===== config.mk =====
export PLATFORM = sky130hd
export DESIGN_NAME = cp0_reg_flat
export DESIGN_NICKNAME = d
export VERILOG_FILES = /design/src/rtl/cp0_reg_pkg.sv /design/src/rtl/cp0_reg_if.sv /design/src/rtl/cp0_reg.sv /design/src/flat_wrapper.sv
export SDC_FILE = /design/constraint.sdc
export NUM_CORES = 1
export LEC_CHECK = 0
export ABC_AREA = 1
export BUFFER_PORTS_ARGS = -buffer_cell sky130_fd_sc_hd__buf_2
export CORE_MARGIN = 2
export CORE_UTILIZATION = 52
export DETAILED_ROUTE_END_ITERATION = 6
export MAX_ROUTING_LAYER = met4
export PLACE_DENSITY = 0.81
export SLEW_MARGIN = 20
export SYNTH_ARGS = -nofsm -noshare
export SYNTH_HDL_FRONTEND = slang
export SYNTH_SLANG_ARGS = --single-unit

===== constraint.sdc =====
create_clock -name clk -period 2 [get_ports clk]
set_clock_uncertainty 0.15 [all_clocks]
set_input_delay 0.1 -clock clk [delete_from_list [all_inputs] [get_ports clk]]
set_output_delay 0.1 -clock clk [all_outputs]
set_load 0.01 [all_outputs]

===== src/rtl/cp0_reg_pkg.sv =====
// Shared CP0 definitions: register numbers, Cause field masks and reset/constant values.
package cp0_reg_pkg;

  localparam int REG_W = 32;

  // CP0 register numbers as seen on the write-back and mfc0 address buses.
  typedef enum logic [4:0] {
    CP0_REG_COUNT   = 5'd9,
    CP0_REG_COMPARE = 5'd11,
    CP0_REG_STATUS  = 5'd12,
    CP0_REG_CAUSE   = 5'd13,
    CP0_REG_EPC     = 5'd14,
    CP0_REG_PRID    = 5'd15,
    CP0_REG_CONFIG  = 5'd16
  } cp0_reg_e;

  localparam logic [REG_W-1:0] ZERO_WORD = '0;

  // Cause: IP7..IP2 are hardware-sampled; IV, WP, IP1..IP0 are software-writable.
  localparam logic [REG_W-1:0] CAUSE_HW_IP_MASK = 32'h0000_fc00;
  localparam logic [REG_W-1:0] CAUSE_SW_MASK    = 32'h00c0_0300;

  localparam logic [REG_W-1:0] STATUS_RST_DEF = 32'h1000_0000;
  localparam logic [REG_W-1:0] PRID_VAL_DEF   = 32'h004c_0102;
  localparam logic [REG_W-1:0] CONFIG_VAL_DEF = 32'h0000_8000;

  // Merge software-writable Cause bits from new data with the current hardware IP bits.
  function automatic logic [REG_W-1:0] cause_merge(input logic [REG_W-1:0] data,
                                                   input logic [REG_W-1:0] cur);
    return (data & CAUSE_SW_MASK) | (cur & CAUSE_HW_IP_MASK);
  endfunction

endpackage


===== src/rtl/cp0_reg_if.sv =====
// Write-back CP0 write channel plus the EX-stage mfc0 read port.
interface cp0_reg_if;
  import cp0_reg_pkg::*;

  logic             wb_cp0_reg_we;
  logic [4:0]       wb_cp0_reg_write_addr;
  logic [REG_W-1:0] wb_cp0_reg_data;
  logic [4:0]       raddr;
  logic [REG_W-1:0] rdata;

  // Pipeline side: issues writes and read addresses, receives read data.
  modport master (
    output wb_cp0_reg_we, wb_cp0_reg_write_addr, wb_cp0_reg_data, raddr,
    input  rdata
  );

  // Register-file side.
  modport slave (
    input  wb_cp0_reg_we, wb_cp0_reg_write_addr, wb_cp0_reg_data, raddr,
    output rdata
  );
endinterface


===== src/rtl/cp0_reg.sv =====
// CP0 register file: Count/Compare timer, Status, Cause with sampled hardware
// interrupts, EPC, constant PRId/Config, and a bypassed combinational read port.
module cp0_reg
  import cp0_reg_pkg::*;
#(
  parameter logic [REG_W-1:0] PRID_VAL   = PRID_VAL_DEF,
  parameter logic [REG_W-1:0] CONFIG_VAL = CONFIG_VAL_DEF,
  parameter logic [REG_W-1:0] STATUS_RST = STATUS_RST_DEF
) (
  input  logic             clk,
  input  logic             rst,
  cp0_reg_if.slave         bus,
  input  logic [5:0]       int_i,
  output logic [REG_W-1:0] count_o,
  output logic [REG_W-1:0] compare_o,
  output logic [REG_W-1:0] status_o,
  output logic [REG_W-1:0] cause_o,
  output logic [REG_W-1:0] epc_o,
  output logic             timer_int_o
);

  logic [REG_W-1:0] count_q, compare_q, status_q, cause_q, epc_q;
  logic             timer_q;
  logic [REG_W-1:0] rdata_c;

  // Register updates: reset wins over everything, then free-running count,
  // interrupt sampling and timer match, then the write-back write on top.
  // NOTE: sequential state uses non-blocking assignments so every register
  // samples pre-edge values; later assignments in this block override earlier ones.
  always_ff @(posedge clk) begin
    if (rst) begin
      count_q   <= ZERO_WORD;
      compare_q <= ZERO_WORD;
      status_q  <= STATUS_RST;
      cause_q   <= ZERO_WORD;
      epc_q     <= ZERO_WORD;
      timer_q   <= 1'b0;
    end else begin
      count_q        <= count_q + 32'd1;
      cause_q[15:10] <= int_i;
      if (compare_q != ZERO_WORD && count_q == compare_q)
        timer_q <= 1'b1;
      if (bus.wb_cp0_reg_we) begin
        case (bus.wb_cp0_reg_write_addr)
          CP0_REG_COUNT:   count_q <= bus.wb_cp0_reg_data;
          CP0_REG_COMPARE: begin
            compare_q <= bus.wb_cp0_reg_data;
            timer_q   <= 1'b0;
          end
          CP0_REG_STATUS:  status_q <= bus.wb_cp0_reg_data;
          CP0_REG_CAUSE: begin
            cause_q[23:22] <= bus.wb_cp0_reg_data[23:22];
            cause_q[9:8]   <= bus.wb_cp0_reg_data[9:8];
          end
          CP0_REG_EPC:     epc_q <= bus.wb_cp0_reg_data;
          default: ;
        endcase
      end
    end
  end

  // mfc0 read port with same-cycle bypass of the write-back write.
  // NOTE: rdata_c gets a default before the case so no latch is inferred.
  always_comb begin
    rdata_c = ZERO_WORD;
    case (bus.raddr)
      CP0_REG_COUNT:   rdata_c = count_q;
      CP0_REG_COMPARE: rdata_c = compare_q;
      CP0_REG_STATUS:  rdata_c = status_q;
      CP0_REG_CAUSE:   rdata_c = cause_q;
      CP0_REG_EPC:     rdata_c = epc_q;
      CP0_REG_PRID:    rdata_c = PRID_VAL;
      CP0_REG_CONFIG:  rdata_c = CONFIG_VAL;
      default: ;
    endcase
    if (bus.wb_cp0_reg_we && bus.wb_cp0_reg_write_addr == bus.raddr) begin
      case (bus.raddr)
        CP0_REG_COUNT, CP0_REG_COMPARE, CP0_REG_STATUS, CP0_REG_EPC:
          rdata_c = bus.wb_cp0_reg_data;
        CP0_REG_CAUSE:
          rdata_c = cause_merge(bus.wb_cp0_reg_data, cause_q);
        default: ;
      endcase
    end
  end

  assign bus.rdata   = rdata_c;
  assign count_o     = count_q;
  assign compare_o   = compare_q;
  assign status_o    = status_q;
  assign cause_o     = cause_q;
  assign epc_o       = epc_q;
  assign timer_int_o = timer_q;

endmodule


===== src/flat_wrapper.sv =====
// flat-port wrapper written by rule: the top's interface ports become plain ports
module cp0_reg_flat import cp0_reg_pkg::*;
#(
  parameter logic [REG_W-1:0] PRID_VAL   = PRID_VAL_DEF,
  parameter logic [REG_W-1:0] CONFIG_VAL = CONFIG_VAL_DEF,
  parameter logic [REG_W-1:0] STATUS_RST = STATUS_RST_DEF
)
  (clk, rst, int_i, count_o, compare_o, status_o, cause_o, epc_o, timer_int_o, bus_wb_cp0_reg_we, bus_wb_cp0_reg_write_addr, bus_wb_cp0_reg_data, bus_raddr, bus_rdata);
  cp0_reg_if bus_i ();
  input  logic clk;
  input  logic rst;
  input  logic [5:0] int_i;
  output logic [REG_W-1:0] count_o;
  output logic [REG_W-1:0] compare_o;
  output logic [REG_W-1:0] status_o;
  output logic [REG_W-1:0] cause_o;
  output logic [REG_W-1:0] epc_o;
  output logic timer_int_o;
  input wire logic [$bits(bus_i.wb_cp0_reg_we)-1:0] bus_wb_cp0_reg_we;
  input wire logic [$bits(bus_i.wb_cp0_reg_write_addr)-1:0] bus_wb_cp0_reg_write_addr;
  input wire logic [$bits(bus_i.wb_cp0_reg_data)-1:0] bus_wb_cp0_reg_data;
  input wire logic [$bits(bus_i.raddr)-1:0] bus_raddr;
  output wire logic [$bits(bus_i.rdata)-1:0] bus_rdata;
  assign bus_i.wb_cp0_reg_we = bus_wb_cp0_reg_we;
  assign bus_i.wb_cp0_reg_write_addr = bus_wb_cp0_reg_write_addr;
  assign bus_i.wb_cp0_reg_data = bus_wb_cp0_reg_data;
  assign bus_i.raddr = bus_raddr;
  assign bus_rdata = bus_i.rdata;
  cp0_reg #(.PRID_VAL(PRID_VAL), .CONFIG_VAL(CONFIG_VAL), .STATUS_RST(STATUS_RST)) u_core (.clk(clk), .rst(rst), .bus(bus_i), .int_i(int_i), .count_o(count_o), .compare_o(compare_o), .status_o(status_o), .cause_o(cause_o), .epc_o(epc_o), .timer_int_o(timer_int_o));
endmodule

### After elaboration in Yosys (flattened, before gate mapping)

Cells that the tools add are included.

| storage, ports and cells | value |
|---|---|
| flip-flop bits (word level) | 139 |
| input bits | 51 |
| output and inout bits | 193 |

| operators by class | value |
|---|---|
| $add $sub $neg | 1 |
| equality and inequality tests | 14 |
| mux-type cells | 8 |
| bitwise operators | 1 |
| reduce and logical (&&, ||, !) cells | 8 |

Operators by type and width:

| cell | number |
|---|---|
| $pmux W32 S7 | 1 |
| $mux W32 | 3 |
| $pmux W32 S2 | 1 |
| $eq A5 B4 Y1 const B | 11 |
| $add A32 B1 Y32 const B | 1 |
| $eq A32 B32 Y1 | 1 |
| $reduce_bool A32 Y1 | 1 |
| $or A24 B16 Y24 | 1 |
| $reduce_and A2 Y1 | 4 |
| $eq A5 B5 Y1 | 1 |
| $eq A5 B5 Y1 const B | 1 |
| $reduce_or A4 Y1 | 1 |
| $mux W1 | 3 |
| $logic_and A1 B1 Y1 | 2 |

### Logic depth before layout (Yosys ltp)

Gate-level depths: netlist of run 1.

| logic depth | value |
|---|---|
| depth after elaboration | 5 |
| gate-level depth with buffers | 11 |

### Least setup slack after synthesis of run 1

OpenSTA, ideal clock, no wires.

| timing | value |
|---|---|
| path kind | register -> register |
| start | register u_core.count_q[1] (netlist: u_core.count_o[1]) |
| end | register u_core.count_q[22] (netlist: u_core.count_o[22]) |
| setup time | 0.109 ns |
| data arrival time | 1.548 ns |
| data required time | 1.741 ns |
| setup slack | 0.193 ns |
| cell stages (with the launch flop) | 11 |
| path buffers | 0 |
| clock period less this slack | 1.807 ns |
| path through | dfxtp_1 ha_1 nand3_1 nor2_4 nand3_2 nor2_1 nand2_1 nand2_1 nand3_1 nand2_1 inv_1 |

| between the ends | value |
|---|---|
| longest elaborated chain between the ends | 3 |

Ends and longest elaborated chain:

| element | line | RTL |
|---|---|---|
| start, declared | cp0_reg.sv:22 | `logic [REG_W-1:0] count_q, compare_q, status_q, cause_q, epc_q;` |
| start signal, assigned | cp0_reg.sv:39 | `count_q <= count_q + 32'd1;` |
| start signal, assigned | cp0_reg.sv:45 | `CP0_REG_COUNT: count_q <= bus.wb_cp0_reg_data;` |
| $add A32 B1 Y32 * | cp0_reg.sv:39 |  |
| $mux W32 | cp0_reg.sv:44 | `case (bus.wb_cp0_reg_write_addr)` |
| $mux W32 * | cp0_reg.sv:43 | `if (bus.wb_cp0_reg_we) begin` |

Mark *: on every way between the ends. The rest lies on a longest branch, timed or not.
A chain may end at the register's enable or synchronous reset.

### Final worst setup path of run 1

| timing | value |
|---|---|
| start | register u_core.compare_q[14] (netlist: u_core.compare_o[14]) |
| end | output bus_rdata[14] |

| between the ends | value |
|---|---|
| longest elaborated chain between the ends | 3 |

Ends and longest elaborated chain:

| element | line | RTL |
|---|---|---|
| start, declared | cp0_reg.sv:22 |  |
| start signal, assigned | cp0_reg.sv:47 | `compare_q <= bus.wb_cp0_reg_data;` |
| $pmux W32 S7 * | cp0_reg.sv:66 | `case (bus.raddr)` |
| $pmux W32 S2 | cp0_reg.sv:77 | `case (bus.raddr)` |
| $mux W32 * | cp0_reg.sv:76 | `if (bus.wb_cp0_reg_we && bus.wb_cp0_reg_write_addr == bus.raddr) begin` |
| end, declared | flat_wrapper.sv:23 | `output wire logic [$bits(bus_i.rdata)-1:0] bus_rdata;` |

Marks and branches as above.

==> results_dict.tcl, run 1 <==
set metrics [dict create \
    design.die.area_um2 16300 \
    powerDensity_nw_per_um2 659 \
    coreArea_um2 15100 \
    track_usage_pct 41.9 \
    path_max_fanout 4 \
    clk_latency_ns 0.44 \
    start_util_pct 52.7 \
    synthTopCellsByArea "dfxtp_1, nand2_1, nor2_1, o21ai_0, inv_1" \
    crit_type "flip-flop to output pin" \
    setup_slack_ns 0.0785 \
    rows 45 \
    async_flop_share_pct 0 \
    numCtsBuffers 17 \
    hold_viol 0 \
    fin_crit_sh_pct 96.1 \
    antenna_found_initial 0 \
    clock_path_buffers 2 \
    drv_cap 0 \
    cts.clk_slew.worst_paths_ns 0.06 \
    grt_pass1_vias 9085 \
    n_antenna_cell 0 \
    synth-edff-count 0 \
    synthCells 1276 \
    outcome "finished clean" \
    clock_sinks 139 \
    ys_top_cells_by_count "nand2_1, nor2_1, dfxtp_1" \
    worstPathRequired_ns 1.75 \
    utilization_pct 70.2 \
    layout.nets 1607 \
    top_layer_used "met4" \
    wl_met2_um 14900 \
    gp_congestion 1.06 \
    overflow 0 \
    synth.most_common_cell "nand2_1" \
    clock-root-buffer "clkbuf_16" \
    yosys_warnings 0 \
    grt_pass1_wl_um 50500 \
    vias 9882 \
    first_pass_iters 6 \
    met3_length_um 4440 \
    cp-end-kind "output pin" \
    vdd_drop_max_mv 0.648 \
    die-height_um 128 \
    area_delta_synth_final_pct 33.3 \
    timing.final.crit_period_ns 1.92 \
    wl_met1_um 13000 \
    routed_via_density 5.63 \
    setup_violations 0 \
    cts_tree "yes" \
    place_ws_ns -0.00851 \
    synth_simple_gate_area_share_pct 32.7 \
    netlist_area_um2 7950 \
    muxShareOfSynthArea_pct 0 \
    drive_gt1_share_pct 21.4 \
    drtAntennaViolNets 0 \
    yosysTopAreaCell "dfxtp_1" \
    wl_per_cell_um 19.1 \
    worstPathArrival_ns 1.67 \
    wl_um 33600 \
    synth_compound_area_share_pct 16.9 \
    worstSetupStartpointType "flip-flop" \
    leakagePower_uw 0.00529 \
    relSlewSlack_pct 58.5 \
    drv_slew 0 \
    netlist.area_leader.share_pct 35.0 \
    htree_levels 4 \
    synth_seq_cells 139 \
    drtIter0Drc 1264 \
    synth_top_family_by_area "simple AND/OR/NAND/NOR gates" \
    worst_pin_slew_ns 0.623 \
    synth_fa_ha_area_share_pct 0.157 \
    die_w_um 128 \
    ios 244 \
    fmax_mhz 520 \
    drc 0 \
    synthFlopType "dfxtp_1" \
    min_path_type "input pin to flip-flop" \
    hpwl_um 24300 \
    yosys.cell_types.count 37 \
    syn_avg_cell_area_um2 6.23 \
    grt_max_degree 66 \
    synth-seq-area-share_pct 35.0 \
    io_buffers 221 \
    total_power_uw 6980 \
    synth_xor_area_share_pct 3.09 \
]
power breakdown:
group	switching [uW]	internal, uW	total, uW
logic	456	283	739
clock network	1330	2040	3370
registers	53.4	2820	2870
per-stage QoR:
stage / setup TNS, ns / hold WS [ns] / instance area, um^2 / cells
final: 0 / 0.0170 / 10600 / 1756
after global routing: -0.00810 / 0.0752 / 10600 / 1756
after CTS: 0 / 0.0172 / 10600 / 1755
after detailed placement: -0.00851 / 0.157 / 9500 / 1679
after global placement: 0 / 0.150 / 9500 / 1679
after floorplan: 0 / 0.0212 / 8030 / 1297
final timing paths:
kind / slack (ns) / cells past startpoint / startpoint / to
hold / removal: 0.02 / 4 / bus_wb_cp0_reg_write_addr[2] / u_core.cause_o[22]
hold reg to reg: 0.30 / 2 / u_core.timer_int_o / u_core.timer_int_o
setup reg to reg: 0.12 / 9 / u_core.count_o[8] / u_core.count_o[26]
setup / recovery: 0.08 / 7 / u_core.compare_o[14] / bus_rdata[14]
placed cells by master, fill, tap and decap left out, types with 4 or more instances in the layout:
cell,count
a21oi_1,68
buf_12,10
buf_2,221
buf_4,49
clkbuf_16,17
clkinvlp_4,4
conb_1,22
dfxtp_1,136
dlygate4sd3_1,44
inv_1,136
nand2_1,330
nand3_1,61
nand3_2,4
nand4_1,19
nor2_1,190
nor3_1,17
o2111ai_1,19
o211ai_1,4
o21ai_0,137
o21ai_1,6
o21bai_1,7
or2_2,4
xnor2_1,19
xor2_1,9
logic make-up after synthesis:
logic type      after synthesis
simple gates                637
fa+ha+maj                     1
flops                       139
buf+inv                     225
compound gates              245
other cells                   1
xor+xnor                     28
critical path, stage by stage, from the launching register on:
cell and delay (ns):
dfxtp_1 0.47, inv_1 0.14, o21ai_0 0.18, a21oi_1 0.07, nand2_1 0.08, nand2_1 0.05, o21ai_1 0.09, buf_2 0.15
flip-flops by register name, indices dropped and copies added (netlist names):
name,count
u_core.count_o,32
u_core.cause_o,10
u_core.status_o,32
u_core.compare_o,32
u_core.timer_int_o,1
u_core.epc_o,32
per-layer routing:
metal  track usage (%)  vias up
met4              17.6        0
met1              54.7     4439
li1                  -     4600
met2              63.0      742
met3              8.88      101
met5                 -        -
what timing repair did:
action / in CTS / in global routing
hold buffers: 44 / 0
buffers inserted: 0 / 1
resized for setup: 1 / 8
hold endpoints to repair: 130 / 0
setup endpoints to repair: 1 / 11
pin swaps: 0 / 1
area by class of cell:
type	count	area (um^2)
clock buffer	20	457
clock inverter	12	161
fill	1330	4500
inverter	140	531
multi-input combinational	933	4310
sequential	139	2790
tap	188	235
timing repair buffer	324	2110
(Power assumes the default switching activity.)
==> inputs of run 2 (changes only) <==
Settings changed: REMOVE_ABC_BUFFERS from default to 1, SKIP_LAST_GASP from default to 1.
==> run 2 against run 1 <==
Compared with the run above: largest power group unchanged; sequential share of layout area up 0.31 points; critical endpoint unchanged; fmax grew 3.4%; critical path type unchanged; combinational power fell by 7.3%; clock-buffer cell count is 5 higher; critical path depth is the same; highest routed layer unchanged; largest cell class unchanged.
==> results_dict.tcl, run 2 (synthesis gave the netlist of run 1 again) <==
set metrics [dict create \
    design.die.area_um2 16300 \
    fillers 1323 \
    coreArea_um2 15100 \
    hold_viol 0 \
    rows 45 \
    total_power_uw 6580 \
    overflow 0 \
    track_usage_pct 36.1 \
    leakagePower_uw 0.00525 \
    final_cell_mix "nand2_1, buf_2, nor2_1, o21ai_0, inv_1" \
    drive_gt1_share_pct 21.3 \
    r2r_end "u_core.count_o[25]" \
    fin_crit_sh_pct 92.9 \
    vdd_drop_max_mv 0.552 \
    worstPathArrival_ns 1.61 \
    clock_path_buffers 2 \
    final_common_cell "nand2_1" \
    ff2ff_path_depth 9 \
    ios 244 \
    crit_type "flip-flop to output pin" \
    vias 9546 \
    die_w_um 128 \
    grt_pass1_wl_um 45200 \
    timing.final.crit_period_ns 1.86 \
    wl_per_cell_um 16.4 \
    clock-root-buffer "clkbuf_16" \
    grt_pass1_vias 8669 \
    fmax_mhz 538 \
    antenna_found_initial 0 \
    clk_latency_ns 0.43 \
    wl_um 28800 \
    cts.clk_slew.worst_paths_ns 0.06 \
    min_path_type "input pin to flip-flop" \
    worstPathRequired_ns 1.75 \
    io_buffers 221 \
    grt_max_degree 66 \
    drv_slew 0 \
    first_pass_iters 6 \
    drtAntennaViolNets 0 \
    layout.nets 1606 \
    drv_cap 0 \
    start_util_pct 52.7 \
    outcome "finished clean" \
    drc 0 \
    setup_violations 0 \
    gp_congestion 1.00 \
    routed_via_density 5.44 \
    htree_levels 4 \
    min_path_cells 4 \
    hpwl_um 20600 \
    n_antenna_cell 0 \
    fin_area_um2 10500 \
    cts_tree "yes" \
    setup_tns_ns 0 \
    clock_sinks 139 \
    cp-end-kind "output pin" \
    hold_end "u_core.cause_o[23]" \
    r2r-start "u_core.count_o[0]" \
    die-height_um 128 \
    postPlaceCellArea_um2 9460 \
    numCtsBuffers 17 \
    area_delta_synth_final_pct 31.9 \
    r2r_slack_ns 0.17 \
    path_max_fanout 4 \
    drtIter0Drc 837 \
    min_from "bus_wb_cp0_reg_write_addr[2]" \
    worstSetupStartpointType "flip-flop" \
    powerDensity_nw_per_um2 627 \
]
run 2: worst max-delay path, stage by stage, from the launching register on:
cell and delay, ns:
dfxtp_1 0.38, inv_1 0.09, o21ai_0 0.18, a21oi_1 0.07
nand2_1 0.08, nand2_1 0.04, o21ai_1 0.15, buf_2 0.18
run 2: worst max-delay path by stage:
stage | from | end | cells past startpoint
finish | u_core.compare_o[14] | bus_rdata[14] | 7
global route | u_core.count_o[0] | u_core.count_o[30] | 10
CTS | u_core.count_o[0] | u_core.count_o[30] | 10
detailed placement | u_core.count_o[0] | u_core.count_o[30] | 10
global placement | u_core.count_o[4] | u_core.count_o[19] | 9
floorplan | bus_wb_cp0_reg_write_addr[3] | u_core.compare_o[0] | 5
run 2: what timing repair did:
action	4_1_cts	5_1_grt
hold buffers	44	0
buffers inserted	0	1
hold endpoints to repair	137	0
endpoints found under the setup margin	0	13
gates resized for setup	0	11
run 2: per-layer routing:
layer / part of all wire [%] / vias to the layer above / track usage [%]
met1: 41 / 4367 / 46.1
met5: 0 / - / -
met2: 47 / 512 / 59.1
met4: 2.3 / 0 / 11.4
li1: - / 4606 / -
met3: 8.7 / 61 / 5.65
run 2: power breakdown:
| part | leakage [uW] | internal (uW) | switching, uW |
|---|---|---|---|
| sequential | 0.00113 | 2820 | 50.0 |
| combinational | 0.00386 | 273 | 412 |
| clock | 0.000263 | 1800 | 1220 |
| total | 0.00525 | 4890 | 1690 |
run 2: through the flow:
| stage | hold WS [ns] | cells | setup slack (ns) | util, % |
|---|---|---|---|---|
| global route | 0.0791 | 1754 | -0.0139 | 69.5 |
| CTS | 0.0323 | 1753 | 0.0309 | 69.3 |
| floorplan | 0.0212 | 1212 | -0.388 | - |
| finish | 0.0332 | 1754 | 0.141 | 69.5 |
| global placement | 0.148 | 1678 | 0.0702 | 62.7 |
| detailed placement | 0.157 | 1678 | 0.0475 | 62.7 |
run 2: area by class of cell:
| type | count | area (um^2) | share of cell area, % |
|---|---|---|---|
| well taps | 188 | 235 | 2.24 |
| multi-input cells | 933 | 4300 | 41.0 |
| flip-flops and latches | 139 | 2790 | 26.6 |
| clock inverters | 6 | 63.8 | 0.609 |
| inverters | 140 | 527 | 5.02 |
| clock buffers | 25 | 485 | 4.63 |
| repair buffers | 323 | 2080 | 19.9 |
==> inputs of run 3 (changes only) <==
Settings changed: PLACE_DENSITY 0.81 to 0.79.
==> run 3 against run 2 <==
Compared with the run above: die area unchanged; clock-buffer cell count down 2; sequential power hardly changed; core utilization grew 0.27 points; critical endpoint is now u_core.count_o[22]; worst hold slack lost 0.0086 ns; sequential cell count unchanged; global-route usage barely moved; sequential share of layout area is 0.11 points lower.
==> results_dict.tcl, run 3 (synthesis gave the netlist of run 1 again) <==
set metrics [dict create \
    overflow 0 \
    numCtsBuffers 17 \
    worstSetupStartpointType "flip-flop" \
    worst_pin_slew_ns 0.636 \
    timing.final.crit_period_ns 1.83 \
    clk_latency_ns 0.43 \
    area_delta_synth_final_pct 32.4 \
    fmax_mhz 547 \
    regArea_um2 2790 \
    placed_cells 1672 \
    fin_crit_sh_pct 91.5 \
    relSlewSlack_pct 57.6 \
    cts_tree "yes" \
    clock-root-buffer "clkbuf_16" \
    utilization_pct 69.8 \
    final_cell_count_no_fill 1750 \
    crit_type "flip-flop to flip-flop" \
    grt_pass1_vias 8926 \
    ios 244 \
    die-height_um 128 \
    wl_per_cell_um 16.3 \
    routed_via_density 5.41 \
    io_buffers 221 \
    cp-end-kind "flip-flop" \
    clock_path_buffers 2 \
    n_antenna_cell 0 \
    outcome "finished clean" \
    grt_max_degree 79 \
    grt_pass1_wl_um 45600 \
    die_w_um 128 \
    min_path_type "input pin to flip-flop" \
    hpwl_um 20200 \
    drv_cap 0 \
    final_common_cell "nand2_1" \
    drv_slew 0 \
    design.die.area_um2 16300 \
    fillers 1316 \
    path_max_fanout 5 \
    drtAntennaViolNets 0 \
    place_ws_ns 0.0555 \
    start_util_pct 52.7 \
    setup_tns_ns 0 \
    antenna_found_initial 0 \
    rows 45 \
    first_pass_iters 5 \
    powerDensity_nw_per_um2 656 \
    leakagePower_uw 0.00526 \
    vdd_drop_max_mv 0.567 \
    drc 0 \
    coreArea_um2 15100 \
    cts.clk_slew.worst_paths_ns 0.06 \
    drive_gt1_share_pct 21.4 \
    setup_violations 0 \
    drtIter0Drc 795 \
    worstPathArrival_ns 2.00 \
    gp_congestion 0.926 \
    layout.nets 1601 \
    total_power_uw 6900 \
    worstPathRequired_ns 2.17 \
    htree_levels 4 \
    vias 9460 \
    clock_sinks 139 \
    wl_um 28500 \
    final_cell_mix "nand2_1, buf_2, nor2_1, o21ai_0, inv_1" \
    multi_input_area_um2 4310 \
    track_usage_pct 36.2 \
    setup_slack_ns 0.170 \
    hold_viol 0 \
]
-- run 3: per-layer routing --
layer / wire length [um] / track usage (%)
met5: 0 / -
met4: 975 / 15.9
met3: 2250 / 5.82
met2: 13200 / 58.0
met1: 12000 / 45.2
-- run 3: where the power goes --
group          internal [uW]  switching, uW
logic                    268            405
registers               2820           48.3
clock network           2130           1230
-- run 3: repair_timing --
item	in CTS	in global routing
gates resized for setup	0	12
endpoints found under the hold margin	137	0
setup buffers	0	2
hold buffers	44	0
endpoints found under the setup margin	0	15
-- run 3: worst paths after layout --
| kind | slack, ns | start | endpoint | depth (start not counted) |
|---|---|---|---|---|
| setup / recovery | 0.17 | u_core.count_o[0] | u_core.count_o[22] | 10 |
| hold / removal | 0.02 | bus_wb_cp0_reg_write_addr[2] | u_core.cause_o[22] | 4 |
| setup reg to reg | 0.17 | u_core.count_o[0] | u_core.count_o[22] | 10 |
| hold reg to reg | 0.30 | u_core.timer_int_o | u_core.timer_int_o | 2 |
-- run 3: metrics by stage --
step / area, um^2 / hold WS, ns
2_1_floorplan: 7590 / 0.0212
3_3_place_gp: 9410 / 0.148
3_5_place_dp: 9410 / 0.158
4_1_cts: 10500 / 0.0243
5_1_grt: 10500 / 0.0828
6_report: 10500 / 0.0246
-- run 3: area by class of cell --
| class | count | share of cell area, % |
|---|---|---|
| Clock buffer | 23 | 4.73 |
| Sequential cell | 139 | 26.5 |
| Multi-Input combinational cell | 933 | 40.9 |
| Timing Repair Buffer | 318 | 19.3 |
| Inverter | 140 | 5.00 |
| Tap cell | 188 | 2.23 |
| Clock inverter | 9 | 1.28 |
-- run 3: worst max-delay path, cell delays in order (launching register included) --
cell and delay [ns]:
dfxtp_1 0.37, ha_1 0.18, nand3_1 0.19, nor2_4 0.23, nand3_2 0.16, nor2_2 0.17
nand2_1 0.07, nand2_1 0.05, nand3_1 0.06, nand2_1 0.07, inv_1 0.04
